===== config.mk =====
export PLATFORM = sky130hd
export DESIGN_NAME = shim_trigger_waiter
export DESIGN_NICKNAME = d
export VERILOG_FILES = /design/src/rtl/shim_trigger_waiter.sv
export SDC_FILE = /design/constraint.sdc
export NUM_CORES = 1
export LEC_CHECK = 0
export BUFFER_PORTS_ARGS = -buffer_cell sky130_fd_sc_hd__buf_2
export CAP_MARGIN = 20
export CORE_MARGIN = 4
export CORE_UTILIZATION = 50
export CTS_BUF_LIST = sky130_fd_sc_hd__clkbuf_4 sky130_fd_sc_hd__clkbuf_8
export CTS_CLUSTER_SIZE = 40
export DETAILED_ROUTE_END_ITERATION = 8
export GPL_TIMING_DRIVEN = 0
export PLACE_DENSITY = 0.76
export SYNTH_ARGS = -nofsm -noshare
export SYNTH_HDL_FRONTEND = slang
export SYNTH_SLANG_ARGS = --single-unit

===== constraint.sdc =====
create_clock -name clk_i -period 4.7 [get_ports clk_i]
set_input_delay 0.235 -clock clk_i [delete_from_list [all_inputs] [get_ports clk_i]]
set_output_delay 0.235 -clock clk_i [all_outputs]
set_load 0.005 [all_outputs]

===== src/rtl/shim_trigger_waiter.sv =====
// shim_trigger_waiter: channel-side trigger-sync waiter; optional cycle timestamps via SHIM_TRIGGER_WAITER_TIMESTAMP_EN
module shim_trigger_waiter #(
    parameter int COUNT_WIDTH   = 16,
    parameter int TIMEOUT_WIDTH = 32
) (
    input  logic                     clk_i,
    input  logic                     resetn_i,
    input  logic                     arm_valid_i,
    output logic                     arm_ready_o,
    input  logic [COUNT_WIDTH-1:0]   arm_count_i,
    input  logic                     cancel_i,
    input  logic [TIMEOUT_WIDTH-1:0] timeout_cycles_i,
    input  logic                     trigger_in_i,
    output logic                     waiting_for_trigger_o,
    output logic                     release_o,
    output logic [COUNT_WIDTH-1:0]   remaining_o,
    output logic                     unexpected_trig_o,
    output logic                     timeout_err_o,
    output logic [31:0]              trig_timestamp_o,
    output logic                     trig_timestamp_valid_o
);
    typedef enum logic [1:0] {S_IDLE, S_WAIT, S_ERROR} state_e;

    state_e                   state_q, state_d;
    logic [COUNT_WIDTH-1:0]   remaining_q, remaining_d;
    logic [TIMEOUT_WIDTH-1:0] tmo_q, tmo_d;
    logic                     waiting_q, waiting_d;
    logic                     release_q, release_d;
    logic                     unexp_q, unexp_d;
    logic                     terr_q, terr_d;
    logic                     accept, count_trig, last_trig, expired;
    logic [TIMEOUT_WIDTH:0]   tmo_inc;

    // cancel beats a same-cycle trigger; a trigger beats a same-cycle timeout expiry
    assign accept     = arm_valid_i && (state_q == S_IDLE);
    assign count_trig = (state_q == S_WAIT) && trigger_in_i && !cancel_i;
    assign last_trig  = count_trig && (remaining_q <= COUNT_WIDTH'(1));
    assign tmo_inc    = {1'b0, tmo_q} + (TIMEOUT_WIDTH+1)'(1);
    assign expired    = (state_q == S_WAIT) && !trigger_in_i && !cancel_i &&
                        (timeout_cycles_i != '0) && (tmo_inc >= {1'b0, timeout_cycles_i});

    // state register
    always_ff @(posedge clk_i) begin
        if (!resetn_i) state_q <= S_IDLE;
        else           state_q <= state_d;
    end

    // next-state logic; S_ERROR is only left through reset
    always_comb begin
        state_d = state_q;
        case (state_q)
            S_IDLE:  state_d = (accept && arm_count_i != '0) ? S_WAIT : S_IDLE;
            S_WAIT:  state_d = (cancel_i || last_trig) ? S_IDLE : expired ? S_ERROR : S_WAIT;
            default: state_d = S_ERROR;
        endcase
    end

    // next values of registered outputs, counters and sticky flags
    always_comb begin
        waiting_d   = (state_d == S_WAIT);
        release_d   = (accept && arm_count_i == '0) || last_trig;
        unexp_d     = unexp_q || (trigger_in_i && state_q != S_WAIT);
        terr_d      = terr_q || (state_q == S_WAIT && state_d == S_ERROR);
        remaining_d = accept ? arm_count_i :
                      (state_d != S_WAIT) ? '0 :
                      (count_trig && remaining_q != '0) ? remaining_q - COUNT_WIDTH'(1) : remaining_q;
        tmo_d       = (state_q != S_WAIT || state_d != S_WAIT || count_trig) ? '0 :
                      (&tmo_q) ? tmo_q : tmo_q + TIMEOUT_WIDTH'(1);
    end

    // output and counter registers
    always_ff @(posedge clk_i) begin
        if (!resetn_i) begin
            remaining_q <= '0;
            tmo_q       <= '0;
            waiting_q   <= 1'b0;
            release_q   <= 1'b0;
            unexp_q     <= 1'b0;
            terr_q      <= 1'b0;
        end else begin
            remaining_q <= remaining_d;
            tmo_q       <= tmo_d;
            waiting_q   <= waiting_d;
            release_q   <= release_d;
            unexp_q     <= unexp_d;
            terr_q      <= terr_d;
        end
    end

    assign arm_ready_o           = (state_q == S_IDLE);
    assign waiting_for_trigger_o = waiting_q;
    assign release_o             = release_q;
    assign remaining_o           = remaining_q;
    assign unexpected_trig_o     = unexp_q;
    assign timeout_err_o         = terr_q;

`ifdef SHIM_TRIGGER_WAITER_TIMESTAMP_EN
    logic [31:0] cyc_q, ts_q;
    logic        ts_valid_q;

    // free-running cycle counter, captured on every counted trigger
    always_ff @(posedge clk_i) begin
        if (!resetn_i) begin
            cyc_q      <= '0;
            ts_q       <= '0;
            ts_valid_q <= 1'b0;
        end else begin
            cyc_q      <= cyc_q + 32'd1;
            ts_valid_q <= count_trig;
            if (count_trig) ts_q <= cyc_q;
        end
    end

    assign trig_timestamp_o       = ts_q;
    assign trig_timestamp_valid_o = ts_valid_q;
`else
    assign trig_timestamp_o       = '0;
    assign trig_timestamp_valid_o = 1'b0;
`endif
endmodule


Word level (Yosys, flattened, before mapping)
Index checks and enable logic that the tools add are counted.
{ "totals": {"input_bits": 53, "word_cells": 54, "out_inout_bits": 54, "reg_bits": 54} }
{ "op_classes": {"addsub": 3, "reduce_logical": 29, "n_lt_le_gt_ge": 2, "eq_ne": 5, "mux": 7, "bitwise": 1} }
{ "op_table": {"columns": ["op", "n"], "rows": [
  ["$mux W16", 3],
  ["$add A32 B1 Y33 const B", 1],
  ["$ge A33 B32 Y1", 1],
  ["$add A32 B1 Y32 const B", 1],
  ["$reduce_and A32 Y1", 1],
  ["$reduce_bool A16 Y1", 2],
  ["$reduce_bool A32 Y1", 1],
  ["$le A16 B1 Y1 const B", 1],
  ["$logic_not A16 Y1", 1],
  ["$sub A16 B1 Y16 const B", 1],
  ["$logic_and A1 B1 Y1", 13],
  ["$logic_or A1 B1 Y1", 6],
  ["$eq A2 B1 Y1 const B", 2],
  ["$mux W2", 2],
  ["$ne A2 B1 Y1 const B", 2],
  ["$pmux W2 S2", 1],
  ["$reduce_bool A3 Y1", 1],
  ["$eq A2 B2 Y1 const B", 1],
  ["$logic_not A1 Y1", 2],
  ["$logic_not A2 Y1", 1],
  ["$reduce_or A2 Y1", 1],
  ["$mux W1", 1],
  ["$not A1 Y1", 1]
]} }

Longest topological paths before layout
{ "depth": {"depth_word": 12, "depth_mapped": 17, "mapped_depth_nobuf": 16} }

Worst setup path before layout
OpenSTA, ideal clock, no wires.
{ "synth_path": {"path_type": "register -> register", "from": "register tmo_q[8]", "to": "register remaining_q[0] (netlist: remaining_o[0])", "path_buffers": 0, "setup_ns": 0.103, "stages_incl_launch_ff": 15, "period_less_slack_ns": 3.756, "path_slack_ns": 0.944, "arrival_ns": 3.653, "path_cell_list": "dfxtp_1 > and4_1 > nand4_1 > nor3b_1 > nand4_1 > xor2_1 > inv_1 > ha_1 > and2_1 > a221o_1 > a221oi_2 > nand4_2 > o211ai_4 > a22oi_2 > a2111oi_2"} }
{ "synth_between": {"elab_chain_len": 9, "elab_cells_between_ends": 10, "classes_between": "add/sub (1); order compare (1); eq/ne (1); mux (5); reduce/logical (2)"} }
{ "synth_rtl": {"columns": ["item", "line_no", "text"], "rows": [
  ["start: declaration", "26", "logic [TIMEOUT_WIDTH-1:0] tmo_q, tmo_d;"],
  ["start signal: assignment", "82", "tmo_q <= tmo_d;"],
  ["$add A32 B1 Y33 *", "38", "assign tmo_inc = {1'b0, tmo_q} + (TIMEOUT_WIDTH+1)'(1);"],
  ["net tmo_inc[27]", "32", "logic [TIMEOUT_WIDTH:0] tmo_inc;"],
  ["$ge A33 B32 Y1 *", "40", "(timeout_cycles_i != '0) && (tmo_inc >= {1'b0, timeout_cycles_i});"],
  ["$logic_and A1 B1 Y1 *", "40", null],
  ["$mux W2 * (2 in series)", "53", "S_WAIT: state_d = (cancel_i || last_trig) ? S_IDLE : expired ? S_ERROR : S_WAIT;"],
  ["$pmux W2 S2 *", "51", "case (state_q)"],
  ["$ne A2 B1 Y1 *", "65", "(state_d != S_WAIT) ? '0 :"],
  ["$mux W16", "65", null],
  ["$mux W16", "64", "remaining_d = accept ? arm_count_i :"],
  ["end signal: assignment", "81", "remaining_q <= remaining_d;"],
  ["end: declaration", "25", "logic [COUNT_WIDTH-1:0] remaining_q, remaining_d;"]
]} }
The timed path passes the listed nets; every way through them passes the cells marked *.
A chain may end at the register's enable or synchronous reset.

Worst setup path after layout
{ "layout_path": {"from": "register tmo_q[0]", "to": "register remaining_q[0] (netlist: remaining_o[0])"} }
Same word-level chain as after synthesis.

==> run_results.csv <==
group,metric,value,unit
placement,finalWeightedCongestion,0.9596,
job,drv_cap,0,
logic_synthesis,ys_seq_area_frac,0.2550,
pwr,power_density,211.6,nW/um2
setup_path,critical_path_arrival,4.62,ns
sta,timing.slew.headroom,0.4205,
setup_path,crit_start,"tmo_q[0]$_SDFFE_PP0N_",
pwr,peakVddDrop,0.1156,mV
setup_path,critical_path.max_stage_delay,0.47,ns
floorplanning,die_w,100.1,um
logic_synthesis,syn_area,4239,um2
grt,grt.total_usage,0.2206,
setup_path,r2r_setup_slack,0.30,ns
setup_path,critPathBufInv,2,
setup_path,r2r-end,"remaining_o[0]$_SDFFE_PN0P_",
pwr,seqPwrFrac,0.455,
pwr,internal_power,776.4,uW
finish,final_cells,749,
grt,grt_max_degree,18,
clocking,insertion_delay,0.31,ns
sta,setup_tns,0,ns
finish,layout.nets,731,
pwr,switching_share,0.2705,
logic_synthesis,syn_inst,530,
drt,post_drt_wl_per_cell,15.07,um
placement,dp_cells,740,
finish,antenna_cells,0,
floorplanning,pin_count,107,
sta,finalHoldViolations,0,
drt,routed_wl,11290,um
sta,rsz0062_at_grt,"false",
finish,drive_gt1_frac,0.2547,
drt,firstDrtPassIters,5,
floorplanning,fp-row-count,33,
drt,vias,4058,
logic_synthesis,synth_area_leaders,"dfxtp_1 26%, ha_1 10%, buf_4 6.4%",
pwr,p_clk_frac,0.352,
setup_path,reg2reg_depth,16,
sta,setup_viol,0,
logic_synthesis,yosysMostFrequentCell,"inv_1",
setup_path,cp.depth,16,
logic_synthesis,syn_avg_cell_area,7.998,um2
logic_synthesis,netlist_top_cells_count,"72 x inv_1, 54 x dfxtp_1, 39 x nand2_1",
setup_path,cpMostUsedCell,"ha_1",
placement,dp_slack,0.1211,ns
floorplanning,core_area,8217,um2
min_path,hold_path.class,"input pin to flop",
clocking,cts.clk_slew.worst_paths,0.11,ns
outcome,status,"completed",
setup_path,worstSetupPathType,"flop to flop",
setup_path,path_delay_family,"compound AO/OA/AOI/OAI gates",
logic_synthesis,async_flop_share,0,
logic_synthesis,synth_ff_type,"dfxtp_1",
finish,final_util,0.6122,
grt,grt_antenna_before_repair,0,
clocking,cts_root_buffer,"clkbuf_8",
sta,worst_pin_slew,0.8692,ns
sta,min_period,4.398,ns
drt,via_per_inst,5.418,
setup_path,r2r_start,"tmo_q[0]$_SDFFE_PP0N_",
placement,io_buffers,73,
grt,grt_pass1_vias,3850,
floorplanning,start_util,0.5159,
placement,hpwl,9162,um
pwr,p_leak,0.002544,uW
pwr,total_power,1064,uW
logic_synthesis,synth_cell_types,54,
logic_synthesis,ys_ff_latch,54,
clocking,cts_sinks,54,
setup_path,path_cells,"ha_1, nand2_1, nor4_1, and3_1, nand3_1, xor2_1, inv_1, ha_1, and2_1, a221o_1, a221oi_4, nand4_2, o211ai_4, buf_12, a22oi_2, a2111oi_2",
pwr,comb_power_share,0.193,
pwr,p_sw,287.9,uW
finish,area_delta_synth_final,18.65,%
sta,fin_crit_sh,0.9358,
floorplanning,die_area,10020,um2
setup_path,crit_path_max_fanout,6,
logic_synthesis,synth_top_area_cell,"dfxtp_1",
grt,overflow,0,
sta,fin_skew,0.01397,ns
drt,final_antenna_net_count,0,
floorplanning,die_h,100.1,um
setup_path,worstPathRequired,4.92,ns
setup_path,crit_slowest_cell,"dfxtp_1",
sta,fmax,227.4,MHz
grt,grt_pass1_wl,18060,um
drt,drt_drc_violations_left,0,
clocking,htreeDepth,2,
drt,first_iter_violations,199,
clocking,ctsLongestPathBuffers,2,
logic_synthesis,synth_edf_count,0,
logic_synthesis,synth.top_cell.area_share,0.2550,
clocking,cts_tree,"done",
clocking,cts_made_buffers,5,
logic_synthesis,ys_warn_count,0,
sta,setup_ws,0.3020,ns
setup_path,crit_path_end,"remaining_o[0]$_SDFFE_PN0P_",
sta,maxSlewViolCount,0,
setup_path,critPathLaunchType,"flop",
setup_path,crit_path_end_kind,"flop",
-- power by group through the flow --
| stage | registers (uW) | clock network (uW) | logic (uW) |
|---|---|---|---|
| 2_1_floorplan | 492 | 0 | 133 |
| 3_3_place_gp | 494 | 0 | 197 |
| 3_5_place_dp | 494 | 0 | 201 |
| 4_1_cts | 484 | 380 | 202 |
| 5_1_grt | 486 | 396 | 229 |
| 6_report | 484 | 375 | 206 |
-- registers in the layout, summed over array words and instances (netlist names) --
name,cells
remaining_o,16
waiting_for_trigger_o,1
timeout_err_o,1
release_o,1
unexpected_trig_o,1
tmo_q,32
state_q,2
-- layout make-up --
class / instances / area, um2
Fill cell: 785 / 3187
Inverter: 73 / 274.0
Timing Repair Buffer: 74 / 385.4
Buffer: 48 / 341.6
Sequential cell: 54 / 1081
Clock inverter: 3 / 68.82
Tap cell: 105 / 131.4
Clock buffer: 5 / 68.82
Multi-Input combinational cell: 387 / 2679
-- worst min-delay path by stage --
stage	slack (ns)	to	start	cells past startpoint
2_1_floorplan	0.37	unexpected_trig_o$_SDFF_PN0_	trigger_in_i	2
3_3_place_gp	0.44	timeout_err_o$_SDFF_PN0_	timeout_err_o$_SDFF_PN0_	2
3_5_place_dp	0.45	timeout_err_o$_SDFF_PN0_	timeout_err_o$_SDFF_PN0_	2
4_1_cts	0.17	remaining_o[15]$_SDFFE_PN0P_	arm_count_i[15]	3
5_1_grt	0.18	remaining_o[10]$_SDFFE_PN0P_	arm_count_i[10]	3
6_report	0.18	remaining_o[3]$_SDFFE_PN0P_	arm_count_i[3]	3
-- per-layer routing --
metal / track usage / share of wire / up-vias
met3: 0.03127 / 0.072 / 13
met4: 0.06114 / 0.013 / 0
met5: 0 / 0 / -
li1: - / - / 2021
met2: 0.3509 / 0.46 / 148
met1: 0.3129 / 0.46 / 1876
-- what timing repair did --
action	4_1_cts	5_1_grt
hold buffers	0	0
endpoints found under the setup margin	0	51
gates resized for setup	0	2
endpoints found under the hold margin	0	0
setup buffers	0	1
-- cells in the final DEF (no fill, tap or decap), types with 19 or more instances in the layout --
cell and count:
inv_1 72, ha_1 35, buf_4 36, xnor2_1 24, dfxtp_1 54, nor4_1 19, conb_1 33, buf_2 76
nand2_1 39, a21oi_2 26, nor2_1 37
-- worst min-delay path: stages --
cell     delay [ns]
buf_2          0.09
a32oi_1        0.05
nor2_1         0.09
-- cell families (layout without fill, tap and decap cells) --
| logic type | after synthesis | in the layout | share of synthesized area |
|---|---|---|---|
| muxes | 2 | 2 | 0.004723 |
| and+or+nand+nor | 179 | 179 | 0.2220 |
| other | 1 | 33 | 0.0008846 |
| DFF | 54 | 54 | 0.2550 |
| buffers and inverters | 121 | 203 | 0.1452 |
| adders and majority gates | 35 | 35 | 0.1033 |
| xor gates and xnor gates | 42 | 42 | 0.08678 |
| AOI/OAI and AO/OA | 96 | 96 | 0.1821 |
-- through the flow --
step / area [um2] / hold WS, ns
5_1_grt: 5030 / 0.1802
4_1_cts: 4994 / 0.1746
2_1_floorplan: 4359 / 0.3745
6_report: 5030 / 0.1837
3_3_place_gp: 4856 / 0.4391
3_5_place_dp: 4856 / 0.4528
No activity file was read; power rests on OpenSTA's default activity.
